===== src/rtl/stack_arb_pkg.sv =====
`default_nettype none
// ============================================================================
// Module      : stack_arb_pkg
// Description : Shared encodings for the stack-sharing SRAM arbiter:
//               stack op codes, arbiter FSM states and grant identifiers.
// Revision    : 1.0  initial release
// ============================================================================
package stack_arb_pkg;

  // Stack operation encoding carried on the X_op inputs
  localparam logic OP_PUSH = 1'b0;
  localparam logic OP_POP  = 1'b1;

  // Access sequencer states
  typedef enum logic [1:0] {
    IDLE   = 2'd0,
    DS_ACC = 2'd1,
    RS_ACC = 2'd2
  } state_t;

  // Identity of the most recently granted client
  typedef enum logic {
    GNT_DS = 1'b0,
    GNT_RS = 1'b1
  } gnt_id_t;

endpackage : stack_arb_pkg
`default_nettype wire


===== src/rtl/stack_share_arb_rr_arb2.sv =====
`default_nettype none
// ============================================================================
// Module      : rr_arb2
// Description : Two-way round-robin arbiter. Bit 0 is the data stack, bit 1
//               the return stack. On a tie the client not granted last wins.
//               The last-grant register advances only when update_en is high
//               and a grant is issued.
// Ports       : clk, rst       - clock, synchronous active-high reset
//               req[1:0]       - request vector {rs, ds}
//               update_en      - allow last-grant to advance this cycle
//               gnt[1:0]       - one-hot grant {rs, ds}
// Revision    : 1.0  initial release
// ============================================================================
module rr_arb2
  import stack_arb_pkg::*;
(
  input  logic       clk,
  input  logic       rst,
  input  logic [1:0] req,
  input  logic       update_en,
  output logic [1:0] gnt
);

  gnt_id_t r_last;

  always_comb begin
    gnt = req;
    if (req == 2'b11) begin
      gnt = (r_last == GNT_RS) ? 2'b01 : 2'b10;
    end
  end

  // Reset value RS makes the data stack win the first tie.
  always_ff @(posedge clk) begin
    if (rst) begin
      r_last <= GNT_RS;
    end else if (update_en && (gnt != 2'b00)) begin
      r_last <= gnt[1] ? GNT_RS : GNT_DS;
    end
  end

endmodule : rr_arb2
`default_nettype wire


===== src/rtl/stack_share_arb.sv =====
`default_nettype none
// ============================================================================
// Module      : stack_share_arb
// Description : Shares one single-port SRAM between the data stack (grows up
//               from address 0) and the return stack (grows down from
//               DEPTH-1). Tracks depths, rejects overflow/underflow against
//               the shared free space, round-robin arbitrates and runs each
//               access as a grant cycle followed by an ack cycle.
// Ports       : clk, rst                     - clock, sync active-high reset
//               ds_req/op/wd, ds_ack/err/rd  - data stack client
//               ds_depth                     - data stack entry count
//               rs_*                         - return stack client (same)
//               ds_hwm, rs_hwm               - max depth since reset
//                                              (only with STACK_HWM_EN)
//               ram_addr/wdata/we, ram_rdata - SRAM (1-cycle read latency)
// Options     : `define STACK_HWM_EN adds the high-water-mark outputs.
// Revision    : 1.0  initial release
// ============================================================================
module stack_share_arb
  import stack_arb_pkg::*;
#(
  parameter  int WIDTH = 16,
  parameter  int DEPTH = 512,
  localparam int AW    = $clog2(DEPTH)
) (
  input  logic             clk,
  input  logic             rst,
  input  logic             ds_req,
  input  logic             ds_op,
  input  logic [WIDTH-1:0] ds_wd,
  output logic             ds_ack,
  output logic             ds_err,
  output logic [WIDTH-1:0] ds_rd,
  output logic [AW:0]      ds_depth,
  input  logic             rs_req,
  input  logic             rs_op,
  input  logic [WIDTH-1:0] rs_wd,
  output logic             rs_ack,
  output logic             rs_err,
  output logic [WIDTH-1:0] rs_rd,
  output logic [AW:0]      rs_depth,
`ifdef STACK_HWM_EN
  output logic [AW:0]      ds_hwm,
  output logic [AW:0]      rs_hwm,
`endif
  output logic [AW-1:0]    ram_addr,
  output logic [WIDTH-1:0] ram_wdata,
  output logic             ram_we,
  input  logic [WIDTH-1:0] ram_rdata
);

  localparam logic [AW:0]   c_DEPTH_N = (AW+1)'(DEPTH);
  localparam logic [AW:0]   c_ONE_N   = (AW+1)'(1);
  localparam logic [AW-1:0] c_ONE_A   = AW'(1);

  state_t      r_state;
  state_t      w_state_nxt;
  logic        r_ds_ack, r_ds_err, r_rs_ack, r_rs_err;
  logic [AW:0] r_ds_depth, r_rs_depth;

  logic        w_arb_en;
  logic [1:0]  w_req, w_gnt;
  logic        w_gnt_ds, w_gnt_rs;
  logic [AW:0] w_free;
  logic        w_ds_ok, w_rs_ok;
  logic [AW:0] w_ds_inc, w_ds_dec, w_rs_inc, w_rs_dec;
  logic [AW-1:0] w_ds_push_addr, w_ds_pop_addr;
  logic [AW-1:0] w_rs_push_addr, w_rs_pop_addr;

  // Requests are only considered in IDLE; reset also suppresses any grant so
  // the RAM sees no write in a reset cycle.
  assign w_arb_en = (r_state == IDLE) && !rst;
  assign w_req    = {rs_req, ds_req} & {2{w_arb_en}};

  rr_arb2 u_arb (
    .clk       (clk),
    .rst       (rst),
    .req       (w_req),
    .update_en (w_arb_en),
    .gnt       (w_gnt)
  );

  assign w_gnt_ds = w_gnt[0];
  assign w_gnt_rs = w_gnt[1];

  assign w_free   = c_DEPTH_N - r_ds_depth - r_rs_depth;
  assign w_ds_ok  = (ds_op == OP_PUSH) ? (w_free != '0) : (r_ds_depth != '0);
  assign w_rs_ok  = (rs_op == OP_PUSH) ? (w_free != '0) : (r_rs_depth != '0);

  assign w_ds_inc = r_ds_depth + c_ONE_N;
  assign w_ds_dec = r_ds_depth - c_ONE_N;
  assign w_rs_inc = r_rs_depth + c_ONE_N;
  assign w_rs_dec = r_rs_depth - c_ONE_N;

  // A successful DS push implies ds_depth < DEPTH, so the low AW bits are the
  // address. RS push lands at DEPTH-1-rs_depth, i.e. the bitwise complement
  // for a power-of-two DEPTH; RS pop is one above that (wraps to 0 when the
  // return stack holds every entry).
  assign w_ds_push_addr = r_ds_depth[AW-1:0];
  assign w_ds_pop_addr  = w_ds_dec[AW-1:0];
  assign w_rs_push_addr = ~r_rs_depth[AW-1:0];
  assign w_rs_pop_addr  = w_rs_push_addr + c_ONE_A;

  always_comb begin
    w_state_nxt = r_state;
    ram_we      = 1'b0;
    ram_addr    = '0;
    ram_wdata   = '0;
    case (r_state)
      IDLE: begin
        if (w_gnt_ds) begin
          w_state_nxt = DS_ACC;
          if (w_ds_ok) begin
            if (ds_op == OP_PUSH) begin
              ram_we    = 1'b1;
              ram_addr  = w_ds_push_addr;
              ram_wdata = ds_wd;
            end else begin
              ram_addr  = w_ds_pop_addr;
            end
          end
        end else if (w_gnt_rs) begin
          w_state_nxt = RS_ACC;
          if (w_rs_ok) begin
            if (rs_op == OP_PUSH) begin
              ram_we    = 1'b1;
              ram_addr  = w_rs_push_addr;
              ram_wdata = rs_wd;
            end else begin
              ram_addr  = w_rs_pop_addr;
            end
          end
        end
      end
      DS_ACC:  w_state_nxt = IDLE;
      RS_ACC:  w_state_nxt = IDLE;
      default: w_state_nxt = IDLE;
    endcase
  end

  // Ack/err are captured at the grant edge so they are high for exactly the
  // access cycle, when the SRAM read data is also present.
  always_ff @(posedge clk) begin
    if (rst) begin
      r_state    <= IDLE;
      r_ds_ack   <= 1'b0;
      r_ds_err   <= 1'b0;
      r_rs_ack   <= 1'b0;
      r_rs_err   <= 1'b0;
      r_ds_depth <= '0;
      r_rs_depth <= '0;
    end else begin
      r_state  <= w_state_nxt;
      r_ds_ack <= w_gnt_ds;
      r_ds_err <= w_gnt_ds & ~w_ds_ok;
      r_rs_ack <= w_gnt_rs;
      r_rs_err <= w_gnt_rs & ~w_rs_ok;
      if (w_gnt_ds && w_ds_ok) begin
        r_ds_depth <= (ds_op == OP_PUSH) ? w_ds_inc : w_ds_dec;
      end
      if (w_gnt_rs && w_rs_ok) begin
        r_rs_depth <= (rs_op == OP_PUSH) ? w_rs_inc : w_rs_dec;
      end
    end
  end

`ifdef STACK_HWM_EN
  logic [AW:0] r_ds_hwm, r_rs_hwm;

  // Only a successful push can raise depth, so errored ops never touch these.
  always_ff @(posedge clk) begin
    if (rst) begin
      r_ds_hwm <= '0;
      r_rs_hwm <= '0;
    end else begin
      if (w_gnt_ds && w_ds_ok && (ds_op == OP_PUSH) && (w_ds_inc > r_ds_hwm)) begin
        r_ds_hwm <= w_ds_inc;
      end
      if (w_gnt_rs && w_rs_ok && (rs_op == OP_PUSH) && (w_rs_inc > r_rs_hwm)) begin
        r_rs_hwm <= w_rs_inc;
      end
    end
  end

  assign ds_hwm = r_ds_hwm;
  assign rs_hwm = r_rs_hwm;
`endif

  assign ds_ack   = r_ds_ack;
  assign ds_err   = r_ds_err;
  assign rs_ack   = r_rs_ack;
  assign rs_err   = r_rs_err;
  assign ds_rd    = ram_rdata;
  assign rs_rd    = ram_rdata;
  assign ds_depth = r_ds_depth;
  assign rs_depth = r_rs_depth;

endmodule : stack_share_arb
`default_nettype wire


===== config.mk =====
export PLATFORM = sky130hd
export DESIGN_NAME = stack_share_arb
export DESIGN_NICKNAME = d
export VERILOG_FILES = /design/src/rtl/stack_arb_pkg.sv /design/src/rtl/stack_share_arb_rr_arb2.sv /design/src/rtl/stack_share_arb.sv
export SDC_FILE = /design/constraint.sdc
export NUM_CORES = 1
export LEC_CHECK = 0
export ABC_AREA = 0
export BUFFER_PORTS_ARGS = -buffer_cell sky130_fd_sc_hd__buf_2
export CORE_UTILIZATION = 33
export CTS_CLUSTER_DIAMETER = 30
export DETAILED_ROUTE_END_ITERATION = 7
export GPL_TIMING_DRIVEN = 1
export SLEW_MARGIN = 30
export SYNTH_ARGS = -nofsm -noshare
export SYNTH_HDL_FRONTEND = slang
export SYNTH_SLANG_ARGS = --single-unit

===== constraint.sdc =====
create_clock -name clk -period 3.7 [get_ports clk]
set_input_delay 0.37 -clock clk [delete_from_list [all_inputs] [get_ports clk]]
set_output_delay 0.37 -clock clk [all_outputs]
set_load 0.05 [all_outputs]

==> out/results.tsv <==
metric	value	unit
status	complete, but fails checks	
failing checks	setup timing	
Pleak	2.02	nW
Worst Path Arrival	3.51	ns
ant diodes	0	
CP Data Required Time	3.33	ns
Post-synth ARST share	0	
total power draw	2.84	mW
Slew HR	0.554	
Clock transition at path regs	0.10	ns
Die Width	100	um
Critical path origin	ds_depth[1]	
crit share post-route	1.05	
synth top area cells	dfxtp_1 17%, ha_1 12%, buf_4 7.8%	
power per cell area	621	mW/mm^2
# DRC	0	
CTS tree	built	
Starting Density	0.343	
fin crit period	3.88	ns
utilization after layout	0.491	
Clk Latency, worst-skew pair	0.29	ns
Synth Register Bits	27	
Post-Route WL	9430	um
hold path depth	3	
IO buf count	87	
final net count	588	
Reg2Reg Setup Slack	0	ns
cells after synthesis	422	
H-tree Lvls	1	
Vias/cell	5.14	
Worst Skew	0.00227	ns
Post-synth EDFFs	0	
I/O Pins	136	
Synth area leader	dfxtp_1	
DIE AREA	0.0101	mm^2
Worst Tran Pin Value	0.668	ns
Post-Layout Cell Count	629	
TritonCTS Buffers	3	
GRT Total Usage	0.185	
crit start category	register	
Area Growth Syn to Fin	43.2	%
crit end category	primary output	
worst slack, placed	-0.00944	ns
antenna-violating nets left	0	
Worst Path Max Fanout	7	
# setup viols final	27	
RSZ-0062 raised after global routing	yes	
commonest non-fill, non-tap cell in the layout	buf_2	
initial antenna violation count	0	
Hold Crit Class	input pin to register	
Peak VDD IR	0.000264	V
DR pass1 iterations	4	
global-route wire length before repair	14900	um
core area	0.00933	mm^2
share of cells above drive strength 1	0.432	
Mapped Avg Cell Area	7.57	um^2
Mapped Area	0.00320	mm^2
# fillers	869	
FP Rows	35	
DP HPWL	7130	um
largest net degree at the start of global routing	30	
Remaining Overflow, GRT	0	
Cells after DPL	614	
Max-Cap Viols	0	
initial DRC count	158	
fmax	258	MHz
most frequent cells in the layout	61 x buf_2, 38 x nand2_1, 30 x buf_6	
syn_nets	509	
vias in the first global route	3060	
Worst R2R Path Depth	17	
final worst setup slack	-0.180	ns
CTS Sinks	27	
deepest clock path buffer count	2	
Root Buffer	clkbuf_8	
Routed WL per cell	15.0	um
global placement routability congestion	0.872	
Top FF cell, synth	dfxtp_1	
sequential area share after synthesis	0.169	
synth warn	0	
top-area cell type share of the netlist area	0.169	
CP Class	register to primary output	
Die H	100	um
# hold bufs at CTS	0	
r2r startpoint	ds_depth[1]	
min-delay src	rs_req	
synth unique cells	55	
final hold violations	0	
Slew Viols, Final	0	
vias	3231	
## power by group
group          total (mW)  internal, mW  switching (mW)
Sequential          0.386         0.347          0.0394
Clock               0.183        0.0760           0.107
Combinational        2.27         0.958            1.32
## per-stage QoR
step	instance area [um^2]	hold slack (ns)	setup TNS (ns)
floorplan	3570	0.449	0
global placement	4020	0.466	0
detailed placement	4020	0.475	-0.0661
CTS	4390	0.414	-5.14
global route	4580	0.450	-7.06
finish	4580	0.413	-3.80
## per-layer routing
layer | global-route usage | vias to the layer above | routed length [um]
met3 | 0.0188 | 13 | 347
met2 | 0.321 | 71 | 4720
met4 | 0.0535 | 0 | 146
met5 | 0 | - | 0
li1 | - | 1616 | -
met1 | 0.241 | 1531 | 4220
## worst max-delay path, cell delays in order, from the launching register on
cell and delay (ns):
dfxtp_4 0.37, ha_4 0.27, inv_4 0.03, ha_4 0.15, inv_2 0.05, fa_2 0.23, nor2b_4 0.06, buf_6 0.11
a2111o_1 0.29, a21oi_2 0.16, o221ai_2 0.13, or4_4 0.59, buf_6 0.17, o22ai_4 0.22, clkbuf_16 0.21, a21oi_4 0.04
buf_6 0.16
## kinds of logic (layout without fill, tap and decap cells)
| group | count (synthesis) | count (layout) | share of synthesized area |
|---|---|---|---|
| and+or+nand+nor | 144 | 144 | 0.228 |
| AOI/OAI and AO/OA | 88 | 88 | 0.188 |
| buffers and inverters | 84 | 162 | 0.143 |
| adders and majority gates | 33 | 33 | 0.134 |
| DFF | 27 | 27 | 0.169 |
| xor gates and xnor gates | 25 | 25 | 0.0685 |
| muxes | 21 | 21 | 0.0693 |
## final cells by class
cell class              count  area, um^2  share of cell area
clock buffers               3        41.3             0.00902
clock inverters             1        5.00             0.00109
inverters                  35         138              0.0301
multi-input cells         311        2710               0.593
flip-flops and latches     27         581               0.127
well taps                 129         161              0.0353
repair buffers            123         938               0.205
## synthesized netlist by cell type (7+ instances only)
cell       n
a21oi_1   24
and3_1     7
buf_4     33
clkbuf_1  12
dfxtp_1   27
ha_1      31
inv_1     34
mux2_2     8
mux2i_1   12
nand2_1   38
nand2b_1  12
nand3_1   12
nor2_1    29
nor3_1    14
o211ai_1   7
o21ai_0   11
o22ai_1    9
xnor2_1   18
xor2_1     7
## timing repair
action / in CTS / in global routing
cloned: 1 / 0
hold endpoints to repair: 0 / 0
endpoints found under the setup margin: 26 / 31
pin swaps: 9 / 11
setup buffers: 7 / 3
gates resized for setup: 71 / 28
## registers in the layout, summed over array words and instances, names as in the netlist
signal,cells
r_state,2
u_arb.r_last,1
ds_err,1
rs_ack,1
rs_depth,10
rs_err,1
ds_depth,10
ds_ack,1
## worst paths after layout
kind / to
worst min register to register: u_arb.r_last
worst max-delay path: ram_wdata[4]
worst min-delay path: rs_ack
worst max register to register: rs_depth[3]
(Power assumes the default switching activity.)
